## src/rtl/counter_pkg.sv

```systemverilog
// counter_pkg: shared FSM state encoding and load-value saturation for the counter family
//   state_t  : IDLE / RUN / PAUSE / EXPIRED encoding used by countdown_timer
//   sat_max  : returns min(v, m), used to clamp load values to MAX_LOAD
package counter_pkg;

   typedef enum logic [1:0] {
      IDLE    = 2'd0,
      RUN     = 2'd1,
      PAUSE   = 2'd2,
      EXPIRED = 2'd3
   } state_t;

   function automatic logic [31:0] sat_max(input logic [31:0] v, input logic [31:0] m);
      return (v > m) ? m : v;
   endfunction

endpackage

```

## src/rtl/tick_prescaler.sv

```systemverilog
// tick_prescaler: TICK_DIV modulo counter that emits a one-cycle tick on wrap
//   clk   in  rising-edge clock
//   rst_n in  asynchronous reset, active low
//   clr   in  synchronous clear of the phase counter (has priority over en)
//   en    in  advance the phase counter this cycle; when low the phase is held
//   tick  out high in the enabled cycle where the counter wraps (equals en when TICK_DIV=1)
module tick_prescaler #(
   parameter int TICK_DIV = 1
) (
   input  logic clk,
   input  logic rst_n,
   input  logic clr,
   input  logic en,
   output logic tick
);

   localparam int W = (TICK_DIV > 1) ? $clog2(TICK_DIV) : 1;

   logic [W-1:0] r_phase;
   logic         w_wrap;

   // With TICK_DIV=1 the terminal value is 0, so every enabled cycle wraps
   assign w_wrap = (r_phase == W'(TICK_DIV - 1));
   assign tick   = en && w_wrap;

   always_ff @(posedge clk or negedge rst_n) begin
      if (!rst_n)
         r_phase <= '0;
      else
         r_phase <= clr ? '0 : en ? (w_wrap ? '0 : r_phase + W'(1)) : r_phase;
   end

endmodule

```

## src/rtl/countdown_timer.sv

```systemverilog
// countdown_timer: loadable saturating down-counter with pause/resume and expiry pulse
//   clk      in   rising-edge clock
//   rst_n    in   asynchronous reset, active low
//   load     in   load min(load_val, MAX_LOAD) into cnt and return to IDLE
//   load_val in   value to load
//   start    in   begin counting from IDLE (cnt!=0) or resume from PAUSE
//   pause    in   freeze counting while in RUN
//   cnt      out  current count
//   busy     out  high while in RUN
//   zero     out  high when cnt == 0
//   done     out  one-cycle pulse on the cycle cnt has just reached 0 from RUN
module countdown_timer #(
   parameter int WIDTH    = 7,
   parameter int MAX_LOAD = 100,
   parameter int TICK_DIV = 1
) (
   input  logic             clk,
   input  logic             rst_n,
   input  logic             load,
   input  logic [WIDTH-1:0] load_val,
   input  logic             start,
   input  logic             pause,
   output logic [WIDTH-1:0] cnt,
   output logic             busy,
   output logic             zero,
   output logic             done
);

   import counter_pkg::*;

   state_t           r_state;
   state_t           w_state_nxt;
   logic [WIDTH-1:0] r_cnt;
   logic [WIDTH-1:0] w_cnt_nxt;
   logic [WIDTH-1:0] w_load_sat;
   logic             r_busy;
   logic             r_zero;
   logic             r_done;
   logic             w_done_nxt;
   logic             w_tick;
   logic             w_pre_clr;
   logic             w_pre_en;

   assign w_load_sat = WIDTH'(sat_max(32'(load_val), 32'(MAX_LOAD)));

   // Phase restarts on load and on a fresh start; pause simply stops it so a
   // resume continues from the held phase with no lost or extra cycles
   assign w_pre_clr = load || (r_state == IDLE && start && !pause);
   assign w_pre_en  = (r_state == RUN) && !load && !pause;

   tick_prescaler #(
      .TICK_DIV(TICK_DIV)
   ) u_prescaler (
      .clk  (clk),
      .rst_n(rst_n),
      .clr  (w_pre_clr),
      .en   (w_pre_en),
      .tick (w_tick)
   );

   always_comb begin
      w_state_nxt = r_state;
      w_cnt_nxt   = r_cnt;
      w_done_nxt  = 1'b0;
      if (load) begin
         w_cnt_nxt   = w_load_sat;
         w_state_nxt = IDLE;
      end else begin
         case (r_state)
            IDLE:    w_state_nxt = (start && !pause && r_cnt != '0) ? RUN : IDLE;
            RUN: begin
               if (pause)
                  w_state_nxt = PAUSE;
               else if (w_tick) begin
                  // <= 1 rather than == 1 so a corrupted zero count still expires
                  w_cnt_nxt   = (r_cnt <= WIDTH'(1)) ? '0 : r_cnt - WIDTH'(1);
                  w_state_nxt = (r_cnt <= WIDTH'(1)) ? EXPIRED : RUN;
                  w_done_nxt  = (r_cnt <= WIDTH'(1));
               end
            end
            PAUSE:   w_state_nxt = (start && !pause) ? RUN : PAUSE;
            default: w_state_nxt = EXPIRED;
         endcase
      end
   end

   // Flags are registered from the next-state values so they change on the
   // same edge as state/cnt
   always_ff @(posedge clk or negedge rst_n) begin
      if (!rst_n) begin
         r_state <= IDLE;
         r_cnt   <= '0;
         r_busy  <= 1'b0;
         r_zero  <= 1'b1;
         r_done  <= 1'b0;
      end else begin
         r_state <= w_state_nxt;
         r_cnt   <= w_cnt_nxt;
         r_busy  <= (w_state_nxt == RUN);
         r_zero  <= (w_cnt_nxt == '0);
         r_done  <= w_done_nxt;
      end
   end

   assign cnt  = r_cnt;
   assign busy = r_busy;
   assign zero = r_zero;
   assign done = r_done;

endmodule
```

## config.mk

```make
export PLATFORM = sky130hd
export DESIGN_NAME = countdown_timer
export DESIGN_NICKNAME = d
export VERILOG_FILES = /design/src/rtl/counter_pkg.sv /design/src/rtl/tick_prescaler.sv /design/src/rtl/countdown_timer.sv
export SDC_FILE = /design/constraint.sdc
export NUM_CORES = 1
export LEC_CHECK = 0
export CAP_MARGIN = 20
export CORE_MARGIN = 2
export CORE_UTILIZATION = 42
export CTS_BUF_LIST = sky130_fd_sc_hd__clkbuf_16
export CTS_CLUSTER_SIZE = 12
export DETAILED_ROUTE_END_ITERATION = 10
export GPL_ROUTABILITY_DRIVEN = 1
export PLACE_DENSITY = 0.75
export REMOVE_ABC_BUFFERS = 1
export SYNTH_ARGS = -nofsm -noshare
export SYNTH_HDL_FRONTEND = slang
export SYNTH_SLANG_ARGS = --single-unit
```

## constraint.sdc

```tcl
create_clock -name clk -period 4.5 [get_ports clk]
set_input_delay 0.9 -clock clk [delete_from_list [all_inputs] [get_ports clk]]
set_output_delay 0.9 -clock clk [all_outputs]
set_load 0.02 [all_outputs]
```

=== Yosys cells after proc, flatten, opt, wreduce, memory -nomap -nowiden ===
Index checks and enable logic that the tools add are counted.

* Register bits: 13

* Bitwise gates (word level): 1
* Equality and inequality tests: 3
* Muxes and demuxes: 20
* Magnitude comparators: 2
* Add/subtract/negate cells: 2
* Reduce and logical (&&, ||, !) cells: 14

{| class="wikitable"
|+ Operator list
! cell !! number
|-
| 7-bit 2-to-1 mux || 6
|-
| 2-bit 2-to-1 mux || 5
|-
| 1-bit 2-to-1 mux || 8
|-
| 7-bit > comparator (second input constant) || 1
|-
| 7-bit by 1-bit <= comparator with 1-bit output (second input constant) || 1
|-
| 1-bit logical AND || 7
|-
| 7-bit zero test || 1
|-
| 7-bit nonzero test || 1
|-
| 7-bit by 1-bit subtractor with 7-bit output (second input constant) || 1
|-
| 2-bit one-hot mux with 3 select lines || 1
|-
| 2-bit by 1-bit == test with 1-bit output (second input constant) || 2
|-
| 2-bit == test (second input constant) || 1
|-
| 1-bit zero test || 2
|-
| 2-bit zero test || 1
|-
| 2-bit nonzero test || 1
|-
| 1-bit adder (second input constant) || 1
|-
| 1-bit logical OR || 1
|-
| 1-bit NOT || 1
|}

=== Longest topological paths before layout ===
Gate-level depths: netlist (run 1).

* Depth in word-level cells: 9
* Gate-level depth with buffers: 7
* Depth with buffers taken out: 7

=== Cells and area by module ===
A second synthesis (run 1) with hierarchy kept.

* Cells, all modules: 90
* Area total of the unflattened synthesis: 820.8 µm²

{| class="wikitable"
|+ By module, submodules not included
! module !! times used !! area an instance (µm²) !! cells each
|-
| countdown_timer || 1 || 813.3 || 89
|-
| tick_prescaler || 1 || 7.5 || 1
|}

=== Worst setup path before layout (run 1) ===
OpenSTA, ideal clock, no wires.

* Path kind: input to register
* Start point: input port pause
* End point: register r_zero (netlist: zero)
* Stages on the path: 6
* Required time: 4.410 ns
* Arrival time: 2.247 ns
* Path buffers: 1
* Setup slack: 2.163 ns
* Library setup time: 0.090 ns
* Cells stage by stage: or3b_1 > buf_2 > or4_4 > a21oi_2 > a31oi_1 > nor4_2

* Word-level cells in the longest chain between the ends: 8

{| class="wikitable"
|+ RTL lines
! what !! line !! source
|-
| start: declaration || countdown_timer.sv:22 || <nowiki>input logic pause,</nowiki>
|-
| 1-bit zero test || countdown_timer.sv:49 || <nowiki>assign w_pre_en = (r_state == RUN) && !load && !pause;</nowiki>
|-
| 1-bit logical AND || countdown_timer.sv:49 ||
|-
| 1-bit logical AND || tick_prescaler.sv:24 || <nowiki>assign tick = en && w_wrap;</nowiki>
|-
| 7-bit 2-to-1 mux || countdown_timer.sv:74 || <nowiki>else if (w_tick) begin</nowiki>
|-
| 7-bit 2-to-1 mux (*) || countdown_timer.sv:72 || <nowiki>if (pause)</nowiki>
|-
| 7-bit 2-to-1 mux (*) || countdown_timer.sv:69 || <nowiki>case (r_state)</nowiki>
|-
| 7-bit 2-to-1 mux (*) || countdown_timer.sv:65 || <nowiki>if (load) begin</nowiki>
|-
| 7-bit zero test (*) || countdown_timer.sv:100 || <nowiki>r_zero <= (w_cnt_nxt == '0);</nowiki>
|-
| end signal: assignment || countdown_timer.sv:100 ||
|-
| end: declaration || countdown_timer.sv:37 || <nowiki>logic r_zero;</nowiki>
|}

Mark *: on every way between the ends. The rest lies on a longest branch, timed or not.
A chain may end at the register's enable or synchronous reset.

=== Worst setup path in the final report (run 1) ===
Ends and elaborated chain as after synthesis.

==> impl_metrics.tcl, run 1 <==
set metrics [dict create \
    fin_area_um2 1060 \
    cts.clk_slew.worst_paths_ns 0.04 \
    die_area_um2 2160 \
    h-tree-depth 1 \
    vias 756 \
    drtPass1Iterations 4 \
    synth.distinct_cells 36 \
    chipWidth_um 46.5 \
    ys_seq_area_share_pct 39.8 \
    yosys_warnings 0 \
    grtUsageMet1_pct 23.4 \
    via_per_inst 5.68 \
    core_um2 1710 \
    nets 123 \
    dp_hpwl_um 1300 \
    cts_sinks 12 \
    status "complete, no violations" \
    wl_per_cell_um 13.8 \
    fillers 137 \
    final_cell_mix "clkdlybuf4s50_1, dfrtp_1, inv_1" \
    avgSynthCellArea_um2 8.80 \
    post-cts-setup-buffer-count 0 \
    met2_usage_pct 25.0 \
    worstSkewPairLatency_ns 0.24 \
    yosys_register_bits 12 \
    ant_nets 0 \
    fmax_mhz 356 \
    ctsHoldBuffers 0 \
    cts_root_buf "clkbuf_16" \
    place_area_um2 985 \
    antenna_cells 0 \
    power.density_nw_per_um2 350 \
    worst_slew_pin_slew_ns 0.538 \
    synth_top_area_share_pct 36.4 \
    cap_violations 0 \
    grt_pass1_wl_um 2710 \
    portBuffers 21 \
    final.setup.tns_ns 0 \
    clock_path_buffers 2 \
    start_kind "input port" \
    cts-resized-gates 0 \
    gr-total-overflow 0 \
    slew_headroom_pct 64.0 \
    slew_viol_final 0 \
    drt_first_iter_violations 29 \
    holdWs_ns 0.589 \
    synth_top_area_cell "dfrtp_1" \
    end_kind "flip-flop" \
    fp-row-count 15 \
    syn2layout_area_growth_pct 40.5 \
    rsz0062_at_grt "false" \
    min_period_ns 2.81 \
    hold_viol 0 \
    num_io_pins 22 \
    antenna_found_initial 0 \
    initial_utilization_pct 44.3 \
    use_met3_pct 7.45 \
    final_common_cell "clkdlybuf4s50_1" \
    path_class "in2reg" \
    cts_tree "done" \
    cp_max_fo 15 \
    period_share_pct 62.5 \
    async_reset_ff_share_pct 100 \
    gp_congestion 0.795 \
    grt_max_degree 16 \
    syn_inst 86 \
    hp-class "reg2reg" \
    routed_wl_um 1830 \
    synth.area.top_cells "dfrtp_1, a21oi_1, inv_1" \
    synthFlopType "dfrtp_1" \
    grt_busiest_layer "met2" \
    grt_pass1_vias 631 \
    die_h_um 46.5 \
    arrival_ns 2.97 \
    cp.required_ns 4.65 \
    cts-buffers-inserted 3 \
    grtUsageTotal_pct 18.9 \
    synth_edf_count 0 \
    remaining_drc_errors 0 \
    finalSetupViolCount 0 \
    drive_gt1_share_pct 7.41 \
    synthesis.area_um2 757 \
    skew_ns 0.00358 \
    power.leakage_uw 0.000422 \
    ir_worst_vdd_uv 256 \
]
-- worst paths after layout --
path                            start  depth (start not counted)  slack [ns]          to
max in group asynchronous       rst_n                          1        3.12        zero
min in group asynchronous       rst_n                          1        1.01        done
min                        r_state[1]                          2        0.59  r_state[0]
max reg2reg                    cnt[0]                          7        2.44        zero
max                             pause                          6        1.69        zero
min reg2reg                r_state[1]                          2        0.59  r_state[0]
-- metrics by stage --
step	total power (µW)	utilization [%]	worst slack, ns	instances
5_1_grt	389	62.3	1.62	133
2_1_floorplan	171	-	2.08	83
3_3_place_gp	210	57.7	1.51	129
3_5_place_dp	210	57.7	1.46	129
6_report	373	62.3	1.69	133
4_1_cts	374	62.3	1.70	133
-- cell type report --
| cell class | instances | area, µm² | area share [%] |
|---|---|---|---|
| clock buffer | 3 | 75.1 | 7.06 |
| clock inverter | 1 | 3.75 | 0.353 |
| inverter | 10 | 37.5 | 3.53 |
| multi-input combinational | 61 | 404 | 38.0 |
| sequential | 12 | 302 | 28.4 |
| tap | 25 | 31.3 | 2.94 |
| timing repair buffer | 21 | 210 | 19.8 |
-- worst max-delay path, cell delays in order --
cell and delay (ns):
clkdlybuf4s50_1 0.47, or3b_1 0.60, or4_4 0.49, a21oi_2 0.18
a31oi_1 0.10, nor4_2 0.22
-- state kept, by name, indices dropped and copies added, names as in the netlist --
register,flops
zero,1
r_state,2
cnt,7
done,1
busy,1
-- cell usage after synthesis, types with 3 or more instances --
cell / instances
o21ai_0: 4
nor3b_1: 3
nor3_1: 4
nor2_1: 4
dfrtp_1: 11
inv_1: 10
a21oi_1: 8
nand2_1: 5
-- where the power goes --
group | internal, µW | total [µW] | switching [µW]
clock network | 117 | 163 | 46.0
logic | 38.8 | 79.1 | 40.4
registers | 117 | 131 | 14.1
total | 272 | 373 | 101
-- cell families (layout without fill, tap and decap cells) --
family | Yosys count | after routing | share of synthesized area [%]
multiplexers | 1 | 1 | 1.49
AND/OR/NAND/NOR | 30 | 30 | 24.5
adder cells (fa/ha/maj) | 2 | 2 | 3.31
buffers and inverters | 13 | 35 | 6.78
flip-flops | 12 | 12 | 39.8
AO/OA/AOI/OAI | 28 | 28 | 24.1
-- routing by layer --
layer  vias up  share of wire [%]
met1       349                 45
met5         -                  0
met3         6                5.7
met4         0                3.3
met2        32                 46
li1        369                  -
No activity file was read; power rests on OpenSTA's default activity.
==> run 2: changes to the inputs <==
Clock period 4.5 ns to 2.7 ns, I/O delays scaled along.
==> impl_metrics.tcl, run 2 (synthesis results as in run 1) <==
set metrics [dict create \
    use_met3_pct 6.27 \
    fin_area_um2 1070 \
    grtUsageTotal_pct 20.0 \
    gr-total-overflow 0 \
    cts_root_buf "clkbuf_16" \
    slew_headroom_pct 63.4 \
    drt_first_iter_violations 9 \
    drive_gt1_share_pct 8.26 \
    routed_wl_um 1810 \
    fp-row-count 15 \
    placed_cells 130 \
    skew_ns 0.000431 \
    cts-buffers-inserted 3 \
    cp_max_fo 7 \
    die_h_um 46.5 \
    cts_sinks 12 \
    nets 124 \
    clock_path_buffers 2 \
    rsz0062_at_grt "false" \
    num_io_pins 22 \
    met2_usage_pct 26.1 \
    fmax_mhz 434 \
    cts_tree "done" \
    largest_reg_flops 7 \
    chipWidth_um 46.5 \
    antenna_found_initial 0 \
    h-tree-depth 1 \
    initial_utilization_pct 44.3 \
    status "complete, no violations" \
    multiInputGateArea_um2 404 \
    dp_hpwl_um 1320 \
    hold_depth 2 \
    grt_max_degree 16 \
    layout.cells.non_filler 134 \
    final.setup.tns_ns 0 \
    cts.clk_slew.worst_paths_ns 0.04 \
    final.setup.worst_slack_ns 0.397 \
    period_share_pct 85.3 \
    worst_slew_pin_slew_ns 0.547 \
    power.leakage_uw 0.000426 \
    worstSkewPairLatency_ns 0.24 \
    arrival_ns 2.46 \
    cts-resized-gates 0 \
    final_common_cell "clkdlybuf4s50_1" \
    fillers 152 \
    start_kind "input port" \
    path_class "in2reg" \
    portBuffers 21 \
    seqCellArea_um2 302 \
    end_kind "flip-flop" \
    grt_pass1_wl_um 2900 \
    hp-class "reg2reg" \
    die_area_um2 2160 \
    pre_cts_slack_ns 0.170 \
    ant_nets 0 \
    remaining_drc_errors 0 \
    drtPass1Iterations 4 \
    vias 748 \
    power.density_nw_per_um2 579 \
    cap_violations 0 \
    slew_viol_final 0 \
    gp_congestion 0.836 \
    place_area_um2 992 \
    grt_pass1_vias 644 \
    ctsHoldBuffers 0 \
    post-cts-setup-buffer-count 0 \
    grt_busiest_layer "met1" \
    syn2layout_area_growth_pct 41.5 \
    grtUsageMet1_pct 26.9 \
    final_cell_mix "clkdlybuf4s50_1, dfrtp_1, inv_1" \
    hold_viol 0 \
    wl_per_cell_um 13.5 \
    via_per_inst 5.58 \
    antenna_cells 0 \
    reg2regPathDepth 7 \
    finalSetupViolCount 0 \
    cp.required_ns 2.85 \
    core_um2 1710 \
    ir_worst_vdd_uv 418 \
    min_period_ns 2.30 \
]
[run 2: cell count changes in the layout (fill, tap and decap cells not counted)]
cell and delta:
buf_4 +1
[run 2: layer usage]
metal	wire, µm	share of wire, %
met5	0	0
met4	72	4.0
met3	80	4.4
met2	859	48
met1	793	44
[run 2: stage by stage]
stage	total power, µW	hold WS (ns)	utilization (%)
after CTS	625	0.618	62.7
final	620	0.609	62.7
after floorplan	285	0.244	-
after global placement	350	0.585	58.1
after global routing	648	0.674	62.7
after detailed placement	351	0.614	58.1
[run 2: final timing paths]
path                                 start         end  slack, ns
min in group asynchronous            rst_n  r_state[1]       0.66
worst max-delay path                 pause        zero       0.40
worst min-delay path            r_state[1]  r_state[0]       0.61
max in group asynchronous            rst_n        zero       1.67
worst min register to register  r_state[1]  r_state[0]       0.61
worst max register to register      cnt[0]        zero       0.64
[run 2: cell type report]
class                   instances  share of cell area, %
inverters                      10                   3.50
clock buffers                   3                   7.01
repair buffers                 22                   20.3
multi-input cells              61                   37.7
well taps                      25                   2.92
clock inverters                 1                  0.350
flip-flops and latches         12                   28.2
[run 2: report_power, final]
part | switching (µW) | leakage [µW] | internal (µW)
Clock | 76.1 | 0.0000385 | 195
Combinational | 67.5 | 0.000240 | 65.6
Sequential | 22.3 | 0.000147 | 194
Total | 166 | 0.000426 | 455
[run 2: worst max-delay path, stage by stage]
cell             delay, ns
clkdlybuf4s50_1       0.45
or3b_1                0.51
or4_4                 0.46
a21oi_2               0.16
a31oi_1               0.10
nor4_2                0.23
